`config.mk`:
```
export PLATFORM = sky130hd
export DESIGN_NAME = fifo_push_arbiter
export DESIGN_NICKNAME = d
export VERILOG_FILES = /design/src/rtl/fifo_arb_pkg.sv /design/src/rtl/rr_pick.sv /design/src/rtl/fifo_push_arbiter.sv
export SDC_FILE = /design/constraint.sdc
export NUM_CORES = 1
export LEC_CHECK = 0
export BUFFER_PORTS_ARGS = -buffer_cell sky130_fd_sc_hd__buf_2
export CORE_MARGIN = 2
export CORE_UTILIZATION = 42
export DETAILED_ROUTE_END_ITERATION = 7
export GPL_ROUTABILITY_DRIVEN = 0
export MAX_ROUTING_LAYER = met4
export PLACE_DENSITY = 0.77
export SKIP_CTS_REPAIR_TIMING = 1
export SYNTH_ARGS = -nofsm -noshare
export SYNTH_HDL_FRONTEND = slang
export SYNTH_SLANG_ARGS = --single-unit
```
`constraint.sdc`:
```
create_clock -name clk -period 2.4 [get_ports clk]
set_input_delay 0.12 -clock clk [delete_from_list [all_inputs] [get_ports clk]]
set_output_delay 0.12 -clock clk [all_outputs]
set_load 0.01 [all_outputs]
```
`src/rtl/fifo_arb_pkg.sv`:
```
// Shared types and helpers for the FIFO push-side arbiter and related schedulers.
package fifo_arb_pkg;

  typedef enum logic {
    IDLE,
    LOCKED
  } arb_state_e;

  // Requester count always derives from the index width, so it stays a power of 2.
  function automatic int num_req(input int req_idx);
    return 1 << req_idx;
  endfunction

endpackage

```
`src/rtl/rr_pick.sv`:
```
// Combinational rotating priority encoder: first set request at or after prio_ptr,
// wrapping by natural REQ_IDX-bit overflow.
module rr_pick
  import fifo_arb_pkg::*;
#(
  parameter int REQ_IDX = 2
) (
  input  logic [num_req(REQ_IDX)-1:0] req,
  input  logic [REQ_IDX-1:0]          prio_ptr,
  output logic [REQ_IDX-1:0]          grant,
  output logic                        grant_any
);

  localparam int NUM_REQ = num_req(REQ_IDX);

  // Scanning from the farthest offset down lets the nearest request win last.
  always_comb begin
    grant     = '0;
    grant_any = 1'b0;
    for (int i = NUM_REQ - 1; i >= 0; i--) begin
      if (req[prio_ptr + REQ_IDX'(i)]) begin
        grant     = prio_ptr + REQ_IDX'(i);
        grant_any = 1'b1;
      end
    end
  end

endmodule

```
`src/rtl/fifo_push_arbiter.sv`:
```
// Packet-granular round-robin arbiter sharing one FIFO push port between
// NUM_REQ requesters, with a single registered output stage tagged by source.
module fifo_push_arbiter
  import fifo_arb_pkg::*;
#(
  parameter int REQ_IDX = 2,
  parameter int SIZE    = 4
) (
  input  logic                             clk,
  input  logic                             rst_n,
  input  logic [num_req(REQ_IDX)-1:0]      req_val,
  output logic [num_req(REQ_IDX)-1:0]      req_rdy,
  input  logic [num_req(REQ_IDX)*SIZE-1:0] req_data,
  input  logic [num_req(REQ_IDX)-1:0]      req_last,
  output logic                             out_val,
  input  logic                             out_rdy,
  output logic [SIZE-1:0]                  out_data,
  output logic [REQ_IDX-1:0]               out_src,
  output logic                             out_last
);

  localparam int NUM_REQ = num_req(REQ_IDX);

  arb_state_e         state_q, state_d;
  logic [REQ_IDX-1:0] prio_ptr_q, prio_ptr_d;
  logic [REQ_IDX-1:0] owner_q, owner_d;

  logic [REQ_IDX-1:0] pick_grant;
  logic               pick_any;
  logic [REQ_IDX-1:0] grant;
  logic               grant_valid;
  logic               load_en;
  logic               accept;
  logic [SIZE-1:0]    sel_data;
  logic               sel_last;

  rr_pick #(
    .REQ_IDX(REQ_IDX)
  ) u_rr_pick (
    .req       (req_val),
    .prio_ptr  (prio_ptr_q),
    .grant     (pick_grant),
    .grant_any (pick_any)
  );

  assign load_en     = !out_val || out_rdy;
  assign grant       = (state_q == LOCKED) ? owner_q : pick_grant;
  assign grant_valid = (state_q == LOCKED) || pick_any;
  assign accept      = |req_rdy;
  assign sel_data    = req_data[int'(grant)*SIZE +: SIZE];
  assign sel_last    = req_last[grant];

  always_comb begin
    req_rdy = '0;
    if (load_en && grant_valid && req_val[grant]) begin
      req_rdy[grant] = 1'b1;
    end
  end

  // A last beat always reopens arbitration; a first non-last beat locks the winner in.
  always_comb begin
    state_d    = state_q;
    prio_ptr_d = prio_ptr_q;
    owner_d    = owner_q;
    if (accept) begin
      if (sel_last) begin
        state_d    = IDLE;
        prio_ptr_d = grant + REQ_IDX'(1);
      end else if (state_q == IDLE) begin
        state_d = LOCKED;
        owner_d = grant;
      end
    end
  end

  always_ff @(posedge clk or negedge rst_n) begin
    if (!rst_n) begin
      state_q    <= IDLE;
      prio_ptr_q <= '0;
      owner_q    <= '0;
    end else begin
      state_q    <= state_d;
      prio_ptr_q <= prio_ptr_d;
      owner_q    <= owner_d;
    end
  end

  always_ff @(posedge clk or negedge rst_n) begin
    if (!rst_n) begin
      out_val  <= 1'b0;
      out_data <= '0;
      out_src  <= '0;
      out_last <= 1'b0;
    end else if (accept) begin
      out_val  <= 1'b1;
      out_data <= sel_data;
      out_src  <= grant;
      out_last <= sel_last;
    end else if (out_val && out_rdy) begin
      out_val <= 1'b0;
    end
  end

  a_rdy_onehot0 : assert property (@(posedge clk) disable iff (!rst_n)
    $onehot0(req_rdy));

  a_locked_exclusive : assert property (@(posedge clk) disable iff (!rst_n)
    (state_q == LOCKED) |-> ((req_rdy & ~(NUM_REQ'(1) << owner_q)) == '0));

  a_out_stable : assert property (@(posedge clk) disable iff (!rst_n)
    (out_val && !out_rdy) |=> (out_val && $stable(out_data) && $stable(out_src) && $stable(out_last)));

endmodule

```
==> key figures <==
Run status
  – Status: finished, violations left
  – Failing checks: setup timing

Drt
  – WL/cell: approximately 13 um
  – DRC errors left: 0
  – First drt pass iteration count: 4
  – Final wirelength: between 2 and 2.5 mm
  – Vias after detailed routing: ~900
  – Post-route ant nets: 0
  – First-iteration detailed-routing DRC count: 15
  – Average vias per placed instance: between 5 and 6

Synth
  – Synth top area share: ~36%
  – Synthesized instance count: slightly below 100
  – Netlist Area Pre-Place: between 800 and 900 um^2
  – Yosys top cell by area: dfrtp_1
  – Number of synthesized flops with an enable pin: 0
  – Top_reg_cell synth: dfrtp_1
  – Ys async rst share: 100%
  – Flops & latches, synth: 13
  – Netlist cell types: 34
  – Register area share after synthesis: approximately 36%
  – Average cell area after synthesis: roughly 9.3 um^2
  – YS warnings: 0
  – Mapped Nets: 124
  – Synth area leaders: dfrtp_1, mux2i_1, mux2_2

Floorplanning
  – Die Ht: just over 50 um
  – Die ar.: 2530 um^2
  – Number of cell rows: 16
  – Starting Density: a little under half
  – I/O pins: 39
  – Core Footprint: 1980 um^2
  – Chip width: 50.3 um

Global route
  – Vias in the first global route: 845
  – GRT Max-Usage Layer: met2
  – Antenna violations before repair: 0
  – GR met3 Demand/Resource: under 10%
  – M2 GR Usage: between 20% and 30%
  – First-pass GRT wire length: ~3.5 mm
  – Global route overflow: 0
  – Tot GR Track Use: between 10% and 20%
  – Met1 Track Usage GR: 22.2%
  – Pin count of the biggest net entering global routing: 16

Clock tree
  – Clock Latency Late Sink: approximately 0.27 ns
  – CTS Sinks: 13
  – Clk buf depth: 2
  – CTS tree: built
  – Num CTS Buffers: 3
  – H-tree depth: 1
  – Clock root buffer: clkbuf_4
  – Clk slew on worst S/H paths: about 0.08 ns

Cells and area
  – Fin cells: 171
  – Fill cell count: about 160
  – Final instance area: 1260 um^2
  – Layout Nets: 172
  – Layout cells sized above 1: between 50% and 60%
  – Area Growth Syn to Fin: 39.8%
  – Diode count: 0
  – Layout Utilization: a little under two thirds

Worst setup path
  – Worst-path fanout max: 8
  – Crit path launch type: flip-flop
  – WS Path Type: flip-flop to primary output
  – Crit path DAT: ~2.5 ns
  – CP endpoint kind: primary output
  – Reg2reg path depth: 7
  – Critical Path RT: between 2 and 2.5 ns

Pwr
  – P per Cell Area: ~1400 nW/um^2
  – Leakage: roughly 0.00062 uW
  – Maximum VDD drop: around 850 uV
  – Power Total: 1730 uW

Timing
  – Crit path setup slack, layout: -0.237 ns
  – Setup Skew: roughly 0.0068 ns
  – Final hold viol count: 0
  – # setup viols final: 6
  – Hold Slack: 0.135 ns
  – Tightest Pin Transition: a little over 0.3 ns
  – Unrepaired setup endpoints after global routing: yes
  – Max-slew violations: 0
  – Slew HR: between 70% and 80%
  – Fin crit share: 110%
  – Final critical-path required period: between 2 and 3 ns
  – Achievable Freq: about 380 MHz

Placed design
  – I/O Buffers: 38
  – Post-DP HPWL: roughly 1.7 mm
  – Post-placement cell area: 1150 um^2
  – Placed insts: between 150 and 200

Job
  – Max_cap viols: 0

Worst hold path
  – Hold depth: 3
  – Min-Delay Path Class: primary input to flip-flop
-- cells in the mapped netlist (all sizes together) (2+ instances only) --
library cell  number
o21ai             11
nor2b              2
nor2               3
nand2             13
o21a               2
mux2               7
clkbuf             3
dfrtp             13
a21oi              5
mux2i              8
inv                5
buf                4
a21o               2
or2                2
nor3b              2
-- state kept, by name, summed over array words and instances, names as in the netlist --
| register | cells |
|---|---|
| out_data | 4 |
| out_src | 2 |
| owner_q | 2 |
| prio_ptr_q | 2 |
| out_last | 1 |
| out_val | 1 |
| state_q | 1 |
-- logic make-up (layout without fill, tap and decap cells) --
group,after synthesis,after routing,synth area share (%)
and+or+nand+nor,26,26,15.0
buffers and inverters,12,59,6.81
xor gates and xnor gates,1,1,0.974
muxes,15,15,18.1
DFF,13,13,36.2
AOI/OAI and AO/OA,30,30,22.9
-- critical path, stage by stage (launching register included) --
cell     delay [ns]
dfrtp_2        0.44
nand2_1        0.08
a221o_1        0.36
o221a_4        0.30
mux2i_2        0.16
a211o_1        0.32
buf_6          0.14
or2_4          0.23
nor2_1         0.09
buf_2          0.13
-- report_power, final --
group / internal (uW) / switching, uW
clock network: 64.3 / 72.3
logic: 605 / 581
registers: 332 / 74.4
total: 1000 / 728
-- final timing paths --
check                                               start                        end  slack, ns
max in group asynchronous                           rst_n  prio_ptr_q[1]$_DFFE_PN0P_       1.88
worst min register to register     out_src[0]$_DFFE_PN0P_     out_src[0]$_DFFE_PN0P_       0.49
min in group asynchronous                           rst_n    out_data[0]$_DFFE_PN0P_       0.26
worst min-delay path                              out_rdy        out_val$_DFFE_PN0P_       0.13
worst max-delay path            prio_ptr_q[1]$_DFFE_PN0P_                 req_rdy[1]      -0.24
worst max register to register  prio_ptr_q[1]$_DFFE_PN0P_     owner_q[1]$_DFFE_PN0P_      -0.05
-- cell type report --
class                           instances  area, um^2  share of cell area (%)
Multi-Input combinational cell         72         558                    44.4
Sequential cell                        13         327                    26.0
Timing Repair Buffer                   50         294                    23.4
Tap cell                               27        33.8                    2.69
Clock buffer                            4        26.3                    2.09
Inverter                                5        18.8                    1.49
-- stage by stage --
stage          TNS, ns  setup slack, ns
2_1_floorplan  -0.0587          -0.0587
3_3_place_gp         0           0.0642
3_5_place_dp         0           0.0135
4_1_cts          -1.05           -0.271
5_1_grt          -1.56           -0.330
6_report        -0.984           -0.237
-- cell usage in the layout (no fill, tap or decap), drive strengths merged --
cell type    netlist  routed
buf                4      49
nand2             13      13
dfrtp             13      13
o21ai             11      11
mux2i              8       8
mux2               7       7
inv                5       5
a21oi              5       5
clkbuf             3       4
nor2               3       3
o21a               2       2
nor2b              2       2
nor3b              2       2
a21o               2       2
or2                2       2
a21boi             1       1
or3b               1       1
o221ai             1       1
a221o              1       1
o221a              1       1
and4               1       1
a311o              1       1
o311a              1       1
nor4               1       1
a22o               1       1
a211o              1       1
a22oi              1       1
or3                1       1
o31ai              1       1
xnor2              1       1
dlygate4sd3        0       1
-- per-layer routing --
metal / part of all wire, % / vias up
met1: 42 / 409
met5: 0 / -
met3: 8.2 / 2
li1: - / 443
met4: 1.1 / 0
met2: 49 / 50
Note: power is estimated with default switching activity, not from simulation.
